## src/rtl/ball_collision_check.sv

```systemverilog
// Collision stage between the ball position generator and the display: looks each
// proposed position up in the maze ROM and commits only legal moves, sliding per axis.
module ball_collision_check #(
  parameter int unsigned COL_BITS    = 7,
  parameter int unsigned ROW_BITS    = 7,
  parameter int unsigned ROM_LATENCY = 1,
  parameter logic [7:0]  START_X     = 8'd1,
  parameter logic [7:0]  START_Y     = 8'd1
) (
  input  logic                         clk,
  input  logic                         reset,
  input  logic                         pos_valid,
  output logic                         pos_ready,
  input  logic [7:0]                   x_in,
  input  logic [7:0]                   y_in,
  input  logic                         game_restart,
  output logic [ROW_BITS+COL_BITS-1:0] map_addr,
  input  logic [1:0]                   map_data,
  output logic [7:0]                   ball_x,
  output logic [7:0]                   ball_y,
  output logic                         ball_valid,
  output logic                         wall_hit,
  output logic                         hole_fall,
  output logic                         goal_reached
);
  localparam int unsigned AW = ROW_BITS + COL_BITS;

  typedef enum logic [1:0] {IDLE, LOOKUP, GOAL} state_t;
  typedef enum logic [1:0] {DIAG, XONLY, YONLY} try_t;
  typedef enum logic [1:0] {FLOOR = 2'b00, WALL = 2'b01, HOLE = 2'b10, GOAL_CELL = 2'b11} cell_t;

  state_t        state_q, state_d;
  try_t          try_q, try_d, next_try;
  logic [7:0]    px_q, px_d, py_q, py_d;
  logic [7:0]    bx_q, bx_d, by_q, by_d;
  logic [1:0]    cnt_q, cnt_d;
  logic [AW-1:0] addr_q, addr_d;
  logic          valid_q, valid_d, wall_q, wall_d, hole_q, hole_d, goal_q, goal_d;

  logic          has_next, blocked;
  logic [7:0]    cur_x, cur_y, nxt_x, nxt_y;
  logic          cur_ok, nxt_ok, in_ok;
  logic [AW-1:0] nxt_addr, in_addr;

  // Cells beyond the map edge behave as walls and never touch the ROM.
  function automatic logic in_range(input logic [7:0] x, input logic [7:0] y);
    return ({24'd0, x} < (32'd1 << COL_BITS)) && ({24'd0, y} < (32'd1 << ROW_BITS));
  endfunction

  // Candidate cell of the current try and of the try that follows it.
  always_comb begin
    cur_x    = (try_q == YONLY) ? bx_q : px_q;
    cur_y    = (try_q == XONLY) ? by_q : py_q;
    has_next = 1'b0;
    next_try = YONLY;
    case (try_q)
      DIAG: begin
        if (px_q != bx_q) begin
          has_next = 1'b1;
          next_try = XONLY;
        end else if (py_q != by_q) begin
          has_next = 1'b1;
        end
      end
      XONLY:   has_next = (py_q != by_q);
      default: has_next = 1'b0;
    endcase
    nxt_x = (next_try == YONLY) ? bx_q : px_q;
    nxt_y = (next_try == XONLY) ? by_q : py_q;
  end

  assign cur_ok   = in_range(cur_x, cur_y);
  assign nxt_ok   = in_range(nxt_x, nxt_y);
  assign in_ok    = in_range(x_in, y_in);
  assign nxt_addr = {nxt_y[ROW_BITS-1:0], nxt_x[COL_BITS-1:0]};
  assign in_addr  = {y_in[ROW_BITS-1:0], x_in[COL_BITS-1:0]};

  // NOTE: every signal written here gets a default first, so no path leaves one unassigned and no latch is inferred.
  always_comb begin
    state_d = state_q;
    try_d   = try_q;
    px_d    = px_q;
    py_d    = py_q;
    bx_d    = bx_q;
    by_d    = by_q;
    cnt_d   = cnt_q;
    addr_d  = addr_q;
    valid_d = 1'b0;
    wall_d  = 1'b0;
    hole_d  = 1'b0;
    goal_d  = goal_q;
    blocked = 1'b0;

    case (state_q)
      IDLE: begin
        if (pos_valid) begin
          px_d = x_in;
          py_d = y_in;
          if ((x_in != bx_q) || (y_in != by_q)) begin
            state_d = LOOKUP;
            try_d   = DIAG;
            cnt_d   = 2'd0;
            if (in_ok) addr_d = in_addr;
          end
        end
      end

      LOOKUP: begin
        if (!cur_ok) begin
          blocked = 1'b1;
        end else if (cnt_q == 2'(ROM_LATENCY)) begin
          case (cell_t'(map_data))
            FLOOR: begin
              bx_d    = cur_x;
              by_d    = cur_y;
              valid_d = 1'b1;
              wall_d  = (try_q != DIAG);
              state_d = IDLE;
            end
            GOAL_CELL: begin
              bx_d    = cur_x;
              by_d    = cur_y;
              valid_d = 1'b1;
              wall_d  = (try_q != DIAG);
              goal_d  = 1'b1;
              state_d = GOAL;
            end
            HOLE: begin
              bx_d    = START_X;
              by_d    = START_Y;
              valid_d = 1'b1;
              hole_d  = 1'b1;
              wall_d  = (try_q != DIAG);
              state_d = IDLE;
            end
            default: blocked = 1'b1;
          endcase
        end else begin
          cnt_d = cnt_q + 2'd1;
        end

        if (blocked) begin
          if (has_next) begin
            try_d = next_try;
            cnt_d = 2'd0;
            if (nxt_ok) addr_d = nxt_addr;
          end else begin
            wall_d  = 1'b1;
            state_d = IDLE;
          end
        end
      end

      GOAL:    state_d = GOAL;
      default: state_d = IDLE;
    endcase

    // Restart outranks any lookup in flight and never emits pulses.
    if (game_restart) begin
      state_d = IDLE;
      bx_d    = START_X;
      by_d    = START_Y;
      goal_d  = 1'b0;
      valid_d = 1'b0;
      wall_d  = 1'b0;
      hole_d  = 1'b0;
    end
  end

  // NOTE: state registers use non-blocking assignments so every flop samples pre-edge values.
  always_ff @(posedge clk or negedge reset) begin
    if (!reset) begin
      state_q <= IDLE;
      try_q   <= DIAG;
      px_q    <= 8'd0;
      py_q    <= 8'd0;
      bx_q    <= START_X;
      by_q    <= START_Y;
      cnt_q   <= 2'd0;
      addr_q  <= '0;
      valid_q <= 1'b0;
      wall_q  <= 1'b0;
      hole_q  <= 1'b0;
      goal_q  <= 1'b0;
    end else begin
      state_q <= state_d;
      try_q   <= try_d;
      px_q    <= px_d;
      py_q    <= py_d;
      bx_q    <= bx_d;
      by_q    <= by_d;
      cnt_q   <= cnt_d;
      addr_q  <= addr_d;
      valid_q <= valid_d;
      wall_q  <= wall_d;
      hole_q  <= hole_d;
      goal_q  <= goal_d;
    end
  end

  assign pos_ready    = (state_q == IDLE);
  assign map_addr     = addr_q;
  assign ball_x       = bx_q;
  assign ball_y       = by_q;
  assign ball_valid   = valid_q;
  assign wall_hit     = wall_q;
  assign hole_fall    = hole_q;
  assign goal_reached = goal_q;
endmodule

```

## config.mk

```make
export PLATFORM = sky130hd
export DESIGN_NAME = ball_collision_check
export DESIGN_NICKNAME = d
export VERILOG_FILES = /design/src/rtl/ball_collision_check.sv
export SDC_FILE = /design/constraint.sdc
export NUM_CORES = 1
export LEC_CHECK = 0
export ABC_AREA = 1
export BUFFER_PORTS_ARGS = -buffer_cell sky130_fd_sc_hd__buf_2
export CORE_ASPECT_RATIO = 1.5
export CORE_MARGIN = 1
export CORE_UTILIZATION = 50
export CTS_BUF_LIST = sky130_fd_sc_hd__clkbuf_8
export CTS_CLUSTER_SIZE = 8
export DETAILED_ROUTE_END_ITERATION = 8
export PLACE_DENSITY = 0.69
export SYNTH_ARGS = -nofsm -noshare
export SYNTH_HDL_FRONTEND = slang
export SYNTH_SLANG_ARGS = --single-unit
```

## constraint.sdc

```tcl
create_clock -name clk -period 2.67 [get_ports clk]
set_clock_uncertainty 0.15 [all_clocks]
set_input_delay 0.4005 -clock clk [delete_from_list [all_inputs] [get_ports clk]]
set_output_delay 0.4005 -clock clk [all_outputs]
set_load 0.005 [all_outputs]
```

==> summary.md, run 1 <==
| Metric | Value |
|---|---|
| Filler Cells Inserted | 657 |
| Mean post-synth cell area | 6.95 um2 |
| Core footprint | 0.00649 mm2 |
| Max Root-Sink Buffers | 2 |
| Pwr/cell area | 710 mW/mm2 |
| FFs w/ async S/R, synth | 1.00 |
| WL final | 8.33 mm |
| DRC | 0 |
| Clock sinks | 56 |
| Post-synth top area share | 0.406 |
| TritonCTS clock tree | built |
| Hold Path Class | in2reg |
| Worst-path fanout max | 18 |
| Tot GR Track Use | 0.259 |
| First-pass iteration count of the detailed router | 5 |
| Num CTS Buffers | 5 |
| Setup Viol. Count Final | 0 |
| WL/cell | 13.6 um |
| Max_cap viols | 0 |
| DRT antenna net count | 0 |
| Die W | 68.6 um |
| Startpoint types | flip-flop |
| Initial DRC Count | 201 |
| CTS H-tree lvls | 2 |
| Area growth syn-to-layout | 14.5% |
| # placed instances | 603 |
| Clock Root Buffer | clkbuf_8 |
| Ant. Diodes | 0 |
| Synth cell count leaders | nand2_1 (178), inv_1 (65), dfrtp_1 (54) |
| FP Rows | 36 |
| Setup crit end kind | flip-flop |
| Primary FF master, synth | dfrtp_1 |
| Share of cells above drive strength 1 | 0.157 |
| Cell Area, Placed | 0.00368 mm2 |
| DP HPWL | 6.25 mm |
| Post-Syn Area | 0.00333 mm2 |
| Status | complete, no violations |
| Yosys reg bits | 56 |
| Setup_tns | 0 ns |
| Endpoints failing hold | 0 |
| Initial antenna violation count | 0 |
| Slew Limit Headroom | 0.284 |
| CP Class | reg2reg |
| Synth area leader | dfrtp_1 |
| Area occupied by multi-input gates | 0.00160 mm2 |
| DR vias | 3,184 |
| Final Wtd Congestion | 0.861 |
| Post-synth cell types | 30 |
| Non-Filler Instances | 612 |
| Total chip power | 0.00271 W |
| Slew Limit Fails | 0 |
| Fmax | 424 MHz |
| Post-route clock period utilization | 0.884 |
| Post-synth EDFFs | 0 |
| Syn Inst Count | 479 |
| Largest net degree at the start of global routing | 33 |
| Vert. Die Dim | 102 um |
| Synthesis Warnings | 0 |
| WP data arrival | 2.42 ns |
| Count leader, synth | nand2_1 |
| Number of port buffers | 56 |
| Fin crit period | 2.36 ns |
| Post-Syn Nets | 505 |
| Unrepaired setup endpoints after global routing | false |
| FF/Latch Area | 0.00140 mm2 |
| Initial Utilization | 0.514 |
| Vias in the first global route | 3,008 |
| Leakage | 2.10 nW |
| Fin area | 0.00381 mm2 |
| Clock-pin slew on the worst setup and hold paths | 0.11 ns |
| Worst slew pin tran | 1.07 ns |
| Worst Setup Slack, final | 0.309 ns |
| Grt ovf | 0 |
| DP Worst Slack | 0.333 ns |
| Layout net count | 561 |
| Worst-skew pair later-pin latency | 0.31 ns |
| Top post-synthesis cells by area | dfrtp_1 (41%), nand2_1 (20%), inv_1 (7.3%), nand3_1 (7.2%), o21ai_0 (5.0%) |
| Post-DR vias/cell | 5.20 |
| First-pass GRT wire length | 13.6 mm |
| Required time worst endpoint | 2.73 ns |
| Io pins | 57 |
| Die Footprint | 0.00700 mm2 |
| Seq/Total Area, Yosys | 0.421 |
| Peak supply drop | 0.351 mV |
power by group:
group | switching [W] | leakage (nW) | total (W) | internal [W]
clock network | 0.000286 | 0.0614 | 0.000593 | 0.000307
registers | 0.000163 | 0.723 | 0.00119 | 0.00103
logic | 0.000578 | 1.32 | 0.000925 | 0.000346
total | 0.00103 | 2.10 | 0.00271 | 0.00168
registers in the layout (all words and copies together) (netlist names):
register and flops:
ball_y 8, cnt_q 2, ball_valid 1, px_q 8, hole_fall 1, ball_x 8
goal_reached 1, wall_hit 1, try_q 2, state_q 2, py_q 8, map_addr 14
kinds of logic (layout without fill, tap and decap cells):
group           Yosys count  after routing  share of synthesized area
simple gates            282            282                      0.364
flops                    56             56                      0.421
xor+xnor                  9              9                     0.0237
compound gates           48             48                     0.0770
buf+inv                  80            137                     0.0988
fa+ha+maj                 4              4                     0.0150
layer usage:
layer	wire, um	global-route usage	up-vias
met5	0	0	-
met2	4230	0.439	82
li1	-	-	1612
met1	3650	0.332	1478
met3	314	0.0290	12
met4	129	0.0929	0
timing repair:
item	CTS	global route
hold buffers	1	0
setup endpoints to repair	0	0
buffers inserted	0	0
endpoints found under the hold margin	24	0
gates resized for setup	0	0
metrics by stage:
| step | hold WS [ns] | utilization |
|---|---|---|
| 6_report | 0.159 | 0.588 |
| 5_1_grt | 0.173 | 0.588 |
| 4_1_cts | 0.154 | 0.588 |
| 3_5_place_dp | 0.293 | 0.568 |
| 3_3_place_gp | 0.294 | 0.568 |
| 2_1_floorplan | -0.0451 | - |
layout make-up:
| class | instances | area share |
|---|---|---|
| multi-input cells | 343 | 0.419 |
| inverters | 66 | 0.0650 |
| repair buffers | 63 | 0.0912 |
| clock inverters | 2 | 0.0102 |
| flip-flops and latches | 56 | 0.368 |
| clock buffers | 6 | 0.0217 |
| well taps | 76 | 0.0249 |
worst paths after layout:
kind,slack [ns],start,cells past startpoint,end
worst min-delay path,0.16,game_restart,2,state_q[1]$_DFFE_PN0P_
worst max register to register,0.31,ball_x[0]$_DFFE_PN1P_,11,map_addr[10]$_DFFE_PN0P_
worst max-delay path,0.31,ball_x[0]$_DFFE_PN1P_,11,map_addr[10]$_DFFE_PN0P_
worst min register to register,0.33,map_addr[13]$_DFFE_PN0P_,2,map_addr[13]$_DFFE_PN0P_
min in group asynchronous,0.47,reset,2,px_q[4]$_DFFE_PN0P_
max in group asynchronous,1.24,reset,3,ball_y[0]$_DFFE_PN1P_
worst max-delay path, stage by stage (launching register included):
cell and delay [ns]:
dfstp_2 0.59, xnor2_1 0.08, nand2_1 0.09, nor2_2 0.05, nand2_4 0.17, nand2_4 0.19
nand2_1 0.15, nor2_2 0.06, nor2_4 0.31, nand2_2 0.26, nand2_1 0.13, nand2_1 0.05
placed cells by master (no fill, tap or decap), drive strengths merged:
| master | instances |
|---|---|
| clkinv | 2 |
| nand3b | 1 |
| clkbuf | 6 |
| o21ai | 40 |
| nand2 | 183 |
| nor3b | 1 |
| xnor2 | 9 |
| dfstp | 2 |
| inv | 65 |
| a31oi | 1 |
| or2 | 1 |
| ha | 4 |
| buf | 62 |
| nor3 | 1 |
| o22ai | 1 |
| dfrtp | 54 |
| dlygate4sd3 | 1 |
| nor2 | 31 |
| a21oi | 5 |
| nand3 | 48 |
| nand4 | 16 |
| bufinv | 1 |
| o31ai | 1 |
Note: power is estimated with default switching activity, not from simulation.
==> run 2, diff against run 1 <==
Settings changed: CORE_UTILIZATION 50 to 25, PLACE_DENSITY 0.69 to 0.39, SETUP_SLACK_MARGIN set to 0.5.
==> summary.md, run 2 (synthesized netlist as in run 1, its figures left out) <==
| Metric | Value |
|---|---|
| Vias in the first global route | 3,144 (+4.5%) |
| Endpoints failing hold | 0 (unchanged) |
| CP Class | reg2reg |
| Grt ovf | 0 (unchanged) |
| Int Power | 0.00181 W (+7.7%) |
| Max Root-Sink Buffers | 2 (unchanged) |
| Initial antenna violation count | 0 (unchanged) |
| Met2 Usage GRT | 0.288 (-0.151) |
| Fmax | 483 MHz (+14%) |
| Pwr/cell area | 709 mW/mm2 (-0.23%) |
| Vert. Die Dim | 143 um (+41%) |
| Layer with the highest usage | met2 |
| Setup crit end kind | flip-flop |
| WL final | 10.8 mm (+29%) |
| Max_cap viols | 0 (unchanged) |
| Initial DRC Count | 109 (-46%) |
| Startpoint types | flip-flop |
| Leakage | 2.24 nW (+6.7%) |
| Max reg flops | 14 (unchanged) |
| TritonCTS clock tree | built |
| FP Rows | 51 (+42%) |
| WL/cell | 15.0 um (+9.9%) |
| Clock-pin slew on the worst setup and hold paths | 0.11 ns (about the same) |
| Final Wtd Congestion | 0.795 (-7.6%) |
| Largest net degree at the start of global routing | 32 (-3.0%) |
| Worst slew pin tran | 0.476 ns (-0.589 ns) |
| DP Worst Slack | -0.103 ns (-0.436 ns) |
| Worst Setup Slack, final | 0.599 ns (+0.290 ns) |
| Post-DR vias/cell | 4.50 (-14%) |
| Filler Cells Inserted | 1,446 (+120%) |
| Clock Root Buffer | clkbuf_8 |
| Number of port buffers | 56 (unchanged) |
| Worst-path fanout max | 5 (-13) |
| Most frequent cells in the layout | nand2_1 (170), inv_1 (63), buf_2 (56), dfrtp_1 (48), nand3_1 (44) |
| Die Footprint | 0.0138 mm2 (+97%) |
| Combinational share of power | 0.404 (+0.063) |
| Setup_tns | 0 ns (unchanged) |
| Die W | 96.2 um (+40%) |
| Setup Viol. Count Final | 0 (unchanged) |
| Ant. Diodes | 0 (unchanged) |
| Met3 GRT Util | 0.0185 (-0.0105) |
| Layout net count | 585 (+4.3%) |
| Worst-skew pair later-pin latency | 0.33 ns (+0.02 ns) |
| Unrepaired setup endpoints after global routing | true |
| Share of cells above drive strength 1 | 0.239 (+0.0826) |
| DP HPWL | 7.51 mm (+20%) |
| GR Layer Usage met1 | 0.201 (-0.130) |
| Status | complete, no violations |
| WP data arrival | 2.15 ns (-0.27 ns) |
| Initial Utilization | 0.256 (-0.258) |
| Hold Path Class | in2reg |
| Num CTS Buffers | 5 (unchanged) |
| Fin crit period | 2.07 ns (-0.290 ns) |
| Clk pwr share | 0.199 (-0.020) |
| DR vias | 3,233 (+1.5%) |
| Area growth syn-to-layout | 27.3% |
| Io pins | 57 (unchanged) |
| DRT antenna net count | 0 (unchanged) |
| First-pass iteration count of the detailed router | 4 (-1) |
| Clock sinks | 56 (unchanged) |
| Sw Ratio | 0.397 (+0.0182) |
| Slew Limit Headroom | 0.683 (+0.399) |
| Required time worst endpoint | 2.74 ns (about the same) |
| Sequential Power Share | 0.398 (-0.042) |
| Tot GR Track Use | 0.162 (-0.0966) |
| First-pass GRT wire length | 16.8 mm (+23%) |
| Core footprint | 0.0130 mm2 (+100%) |
| Most common cell after layout, fill and taps aside | nand2_1 |
| CTS H-tree lvls | 2 (unchanged) |
| Peak supply drop | 0.321 mV (-8.6%) |
| Slew Limit Fails | 0 (unchanged) |
| Post-route clock period utilization | 0.776 (-0.109) |
| DRC | 0 (unchanged) |
| Net Switching | 0.00119 W (+16%) |
run 2: cell count changes in the layout (fill, tap and decap cells not counted), sizes merged:
cell | previous run | this run
buf | 62 | 84
clkbuf | 6 | 5
clkinvlp | 0 | 1
nand2 | 183 | 184
nor2 | 31 | 32
run 2: critical path, stage by stage (launching register included):
cell	delay, ns
dfrtp_1	0.44
xnor2_1	0.19
nand2_1	0.10
nor2_2	0.17
nand2_4	0.08
nand2_4	0.07
buf_12	0.11
nand2_2	0.05
nor2_2	0.16
nor2_4	0.06
buf_12	0.13
buf_6	0.12
nand3_1	0.09
nand2_1	0.06
run 2: cell type report:
| type | instances | area [um2] | share of cell area |
|---|---|---|---|
| clock buffer | 5 | 68.8 | 0.0162 |
| clock inverter | 3 | 42.5 | 0.0100 |
| inverter | 66 | 248 | 0.0584 |
| multi-input combinational | 345 | 1710 | 0.404 |
| sequential | 56 | 1410 | 0.333 |
| tap | 159 | 199 | 0.0469 |
| timing repair buffer | 85 | 561 | 0.132 |
run 2: routing by layer:
metal | vias to the layer above | wire (um)
met5 | - | 0
met3 | 9 | 245
met2 | 48 | 5590
met1 | 1505 | 4770
met4 | 0 | 150
li1 | 1671 | -
run 2: power by group through the flow:
stage | combinational (W) | sequential, W | clock [W]
final | 0.00121 | 0.00120 | 0.000598
after global routing | 0.00136 | 0.00122 | 0.000651
after CTS | 0.00107 | 0.00120 | 0.000619
after detailed placement | 0.000988 | 0.00121 | 0
after global placement | 0.000981 | 0.00121 | 0
after floorplan | 0.000609 | 0.00118 | 0
run 2: worst paths after layout:
| path | start | to | slack, ns | cells after the start |
|---|---|---|---|---|
| max reg2reg | px_q[4]$_DFFE_PN0P_ | map_addr[6]$_DFFE_PN0P_ | 0.60 | 13 |
| min | game_restart | state_q[1]$_DFFE_PN0P_ | 0.16 | 2 |
| max in group asynchronous | reset | ball_y[0]$_DFFE_PN1P_ | 1.25 | 3 |
| min in group asynchronous | reset | px_q[3]$_DFFE_PN0P_ | 0.41 | 2 |
| max | px_q[4]$_DFFE_PN0P_ | map_addr[6]$_DFFE_PN0P_ | 0.60 | 13 |
| min reg2reg | state_q[0]$_DFFE_PN0P_ | state_q[0]$_DFFE_PN0P_ | 0.32 | 1 |
run 2: through the flow:
step	instances	hold slack, ns	total power [W]	util	cell area (um2)
2_1_floorplan	479	-0.0451	0.00179	-	3330
3_3_place_gp	689	0.230	0.00219	0.292	3800
3_5_place_dp	689	0.232	0.00220	0.292	3800
4_1_cts	708	0.135	0.00289	0.310	4040
5_1_grt	719	0.148	0.00324	0.326	4240
6_report	719	0.157	0.00301	0.326	4240
run 2: what timing repair did:
item / in CTS / in global routing
hold buffers: 1 / 0
buffers inserted: 9 / 9
endpoints found under the hold margin: 16 / 0
resized for setup: 16 / 29
cloned: 1 / 2
pin swaps: 5 / 11
setup endpoints to repair: 32 / 30
==> run 3, diff against run 2 <==
Settings changed: ABC_AREA 1 to 0.
Clock period 2.67 ns to 2 ns, I/O delays scaled along.
==> summary.md, run 3 <==
| Metric | Value |
|---|---|
| Status | finished with violations |
| Failing checks | setup timing |
| Yosys reg bits | 56 (unchanged) |
| Pwr/cell area | 782 mW/mm2 (+10%) |
| Unrepaired setup endpoints after global routing | true |
| DP HPWL | 6.68 mm (-11%) |
| WL final | 10.1 mm (-6.2%) |
| Synth area leader | dfrtp_1 |
| Fmax | 417 MHz (-14%) |
| Hold endpoint | px_q[0]$_DFFE_PN0P_ |
| Tot GR Track Use | 0.165 (+0.00251) |
| Seq/Total Area, Yosys | 0.462 (+0.0410) |
| Worst-path fanout max | 7 (+2) |
| Post-synth cell types | 48 (+60%) |
| Most frequent cells in the layout | buf_4 (68), buf_2 (52), dfrtp_1 (50), nand2_1 (34), mux2_4 (29) |
| FFs w/ async S/R, synth | 1.00 (unchanged) |
| DRC | 0 (unchanged) |
| Num CTS Buffers | 5 (unchanged) |
| Area occupied by multi-input gates | 0.00188 mm2 (+9.8%) |
| Share of cells above drive strength 1 | 0.532 (+0.292) |
| WL/cell | 17.0 um (+14%) |
| Slew Limit Fails | 0 (unchanged) |
| CP Class | reg2reg |
| CTS H-tree lvls | 2 (unchanged) |
| Synth cell count leaders | dfrtp_1 (54), nand2_1 (37), nor2_1 (26) |
| Worst Min Path Start | x_in[0] |
| Io pins | 57 (unchanged) |
| Startpoint types | flip-flop |
| Die W | 92.0 um (-4.4%) |
| Peak supply drop | 0.361 mV (+12%) |
| Post-DR vias/cell | 4.61 (+2.4%) |
| Number of port buffers | 56 (unchanged) |
| Synthesis Warnings | 0 (unchanged) |
| FF/Latch Area | 0.00141 mm2 (-0.18%) |
| Primary FF master, synth | dfrtp_1 |
| R2r worst-path depth | 9 (-4) |
| Most common cell after layout, fill and taps aside | buf_4 |
| Core footprint | 0.0117 mm2 (-10%) |
| Vert. Die Dim | 137 um (-4.5%) |
| Count leader, synth | dfrtp_1 |
| Final Wtd Congestion | 0.742 (-6.7%) |
| Max_cap viols | 0 (unchanged) |
| Hold Path Class | in2reg |
| Setup Viol. Count Final | 34 (+34) |
| Largest net degree at the start of global routing | 57 (+78%) |
| Initial DRC Count | 112 (+2.8%) |
| First-pass GRT wire length | 15.4 mm (-8.3%) |
| Max Root-Sink Buffers | 2 (unchanged) |
| Ant. Diodes | 0 (unchanged) |
| Register-to-register setup slack | -0.40 ns (-1.00 ns) |
| Worst Setup Slack, final | -0.399 ns (-0.998 ns) |
| Slew Limit Headroom | 0.740 (+0.0572) |
| Initial Utilization | 0.261 (+0.00466) |
| Clock-pin slew on the worst setup and hold paths | 0.11 ns (about the same) |
| Post-synth EDFFs | 0 (unchanged) |
| Initial antenna violation count | 0 (unchanged) |
| Hold Path Stages | 3 (+1) |
| Clock Root Buffer | clkbuf_8 |
| Leakage | 2.35 nW (+4.8%) |
| Critical-path cell list | and2b_2, a21oi_4, a22oi_2, a211oi_2, buf_4, o32ai_4, buf_12, buf_16, mux2_4 |
| Worst setup path start | try_q[0]$_DFFE_PN0P_ |
| Endpoints failing hold | 0 (unchanged) |
| Layout net count | 469 (-20%) |
| Setup crit end kind | flip-flop |
| Vias in the first global route | 2,811 (-11%) |
| Min Hold Slack | 0.0753 ns (-0.0817 ns) |
| Worst r2r dst | map_addr[7]$_DFFE_PN0P_ |
| Top post-synthesis cells by area | dfrtp_1 (45%), mux2_1 (5.6%), mux2_2 (5.2%), xnor2_1 (4.6%), xor2_1 (4.6%) |
| CP peak stage delay | 0.47 ns (+0.03 ns) |
| Grt ovf | 0 (unchanged) |
| Post-Syn Nets | 320 (-37%) |
| Worst Path Buf+Inv | 3 (unchanged) |
| WP data arrival | 2.46 ns (+0.31 ns) |
| Filler Cells Inserted | 1,186 (-18%) |
| Post-synth top area share | 0.445 (+0.0395) |
| Max reg flops | 14 (unchanged) |
| Worst reg2reg startpoint | try_q[0]$_DFFE_PN0P_ |
| Syn Inst Count | 294 (-39%) |
| Slowest cell on the critical path | dfrtp_1 |
| DR vias | 2,736 (-15%) |
| Die Footprint | 0.0126 mm2 (-8.7%) |
| Worst-skew pair later-pin latency | 0.33 ns (about the same) |
| Post-Syn Area | 0.00304 mm2 (-8.9%) |
| Fin crit period | 2.40 ns (+0.328 ns) |
| Required time worst endpoint | 2.07 ns (-0.67 ns) |
| Post-route clock period utilization | 1.20 (+0.424) |
| Area growth syn-to-layout | 60.4% |
| Mean post-synth cell area | 10.3 um2 (+48%) |
| Post-Route Utilization | 0.418 (+0.0921) |
| TritonCTS clock tree | built |
| First-pass iteration count of the detailed router | 4 (unchanged) |
| DRT antenna net count | 0 (unchanged) |
| Clock sinks | 56 (unchanged) |
| FP Rows | 48 (-5.9%) |
| Worst slew pin tran | 0.387 ns (-0.0887 ns) |
| Top delay family on crit path | compound AO/OA/AOI/OAI gates |
## run 3: cell count changes in the layout (fill, tap and decap cells not counted), sizes merged, moves of 16 or more
cell   change
nand3     -47
o21ai     -33
buf       +69
inv       -55
nand2    -147
xor2      +16
mux2      +29
## run 3: metrics by stage
step | setup TNS [ns] | setup slack, ns | power, W | instances | instance area, um2
after floorplan | -5.23 | -0.378 | 0.00212 | 294 | 3110
after global placement | -10.81 | -0.455 | 0.00273 | 566 | 4120
after detailed placement | -10.83 | -0.461 | 0.00274 | 566 | 4120
after CTS | -9.64 | -0.393 | 0.00378 | 587 | 4660
after global routing | -11.87 | -0.484 | 0.00403 | 594 | 4870
final | -9.14 | -0.399 | 0.00381 | 594 | 4870
## run 3: what timing repair did
item,4_1_cts,5_1_grt
gates resized for setup,60,37
buffers inserted,9,7
endpoints found under the hold margin,54,0
hold buffers,1,0
pin swaps,28,13
endpoints found under the setup margin,61,70
gates cloned,3,0
## run 3: worst max-delay path by stage
stage,endpoint,slack (ns),depth (start not counted)
final,map_addr[7]$_DFFE_PN0P_,-0.40,9
after global routing,map_addr[3]$_DFFE_PN0P_,-0.48,8
after CTS,map_addr[3]$_DFFE_PN0P_,-0.39,8
after detailed placement,map_addr[10]$_DFFE_PN0P_,-0.46,8
after global placement,map_addr[10]$_DFFE_PN0P_,-0.45,9
after floorplan,map_addr[0]$_DFFE_PN0P_,-0.38,7
## run 3: kinds of logic (layout without fill, tap and decap cells)
family,after synthesis,count (layout),synth area share
and+or+nand+nor,94,94,0.148
AOI/OAI and AO/OA,57,57,0.142
DFF,56,56,0.462
xor gates and xnor gates,32,32,0.0923
muxes,30,30,0.111
buffers and inverters,21,171,0.0280
adders and majority gates,4,4,0.0165
## run 3: tightest hold or removal path: stages
cell,delay [ns]
buf_2,0.13
nand2_4,0.05
o21ai_2,0.04
## run 3: layer usage
| metal | track usage | up-vias | share of wire |
|---|---|---|---|
| met2 | 0.311 | 47 | 0.55 |
| li1 | - | 1333 | - |
| met4 | 0.0503 | 0 | 0.012 |
| met5 | 0 | - | 0 |
| met1 | 0.191 | 1349 | 0.41 |
| met3 | 0.0217 | 7 | 0.028 |
## run 3: cell type report
type / count / share of cell area
clock buffer: 6 / 0.0170
clock inverter: 2 / 0.00231
inverter: 9 / 0.00694
multi-input combinational: 217 / 0.386
sequential: 56 / 0.289
tap: 150 / 0.0385
timing repair buffer: 154 / 0.260
## run 3: power by group
group / internal, W / switching (W)
logic: 0.000919 / 0.000684
registers: 0.00135 / 0.000155
clock network: 0.000279 / 0.000421
total: 0.00255 / 0.00126
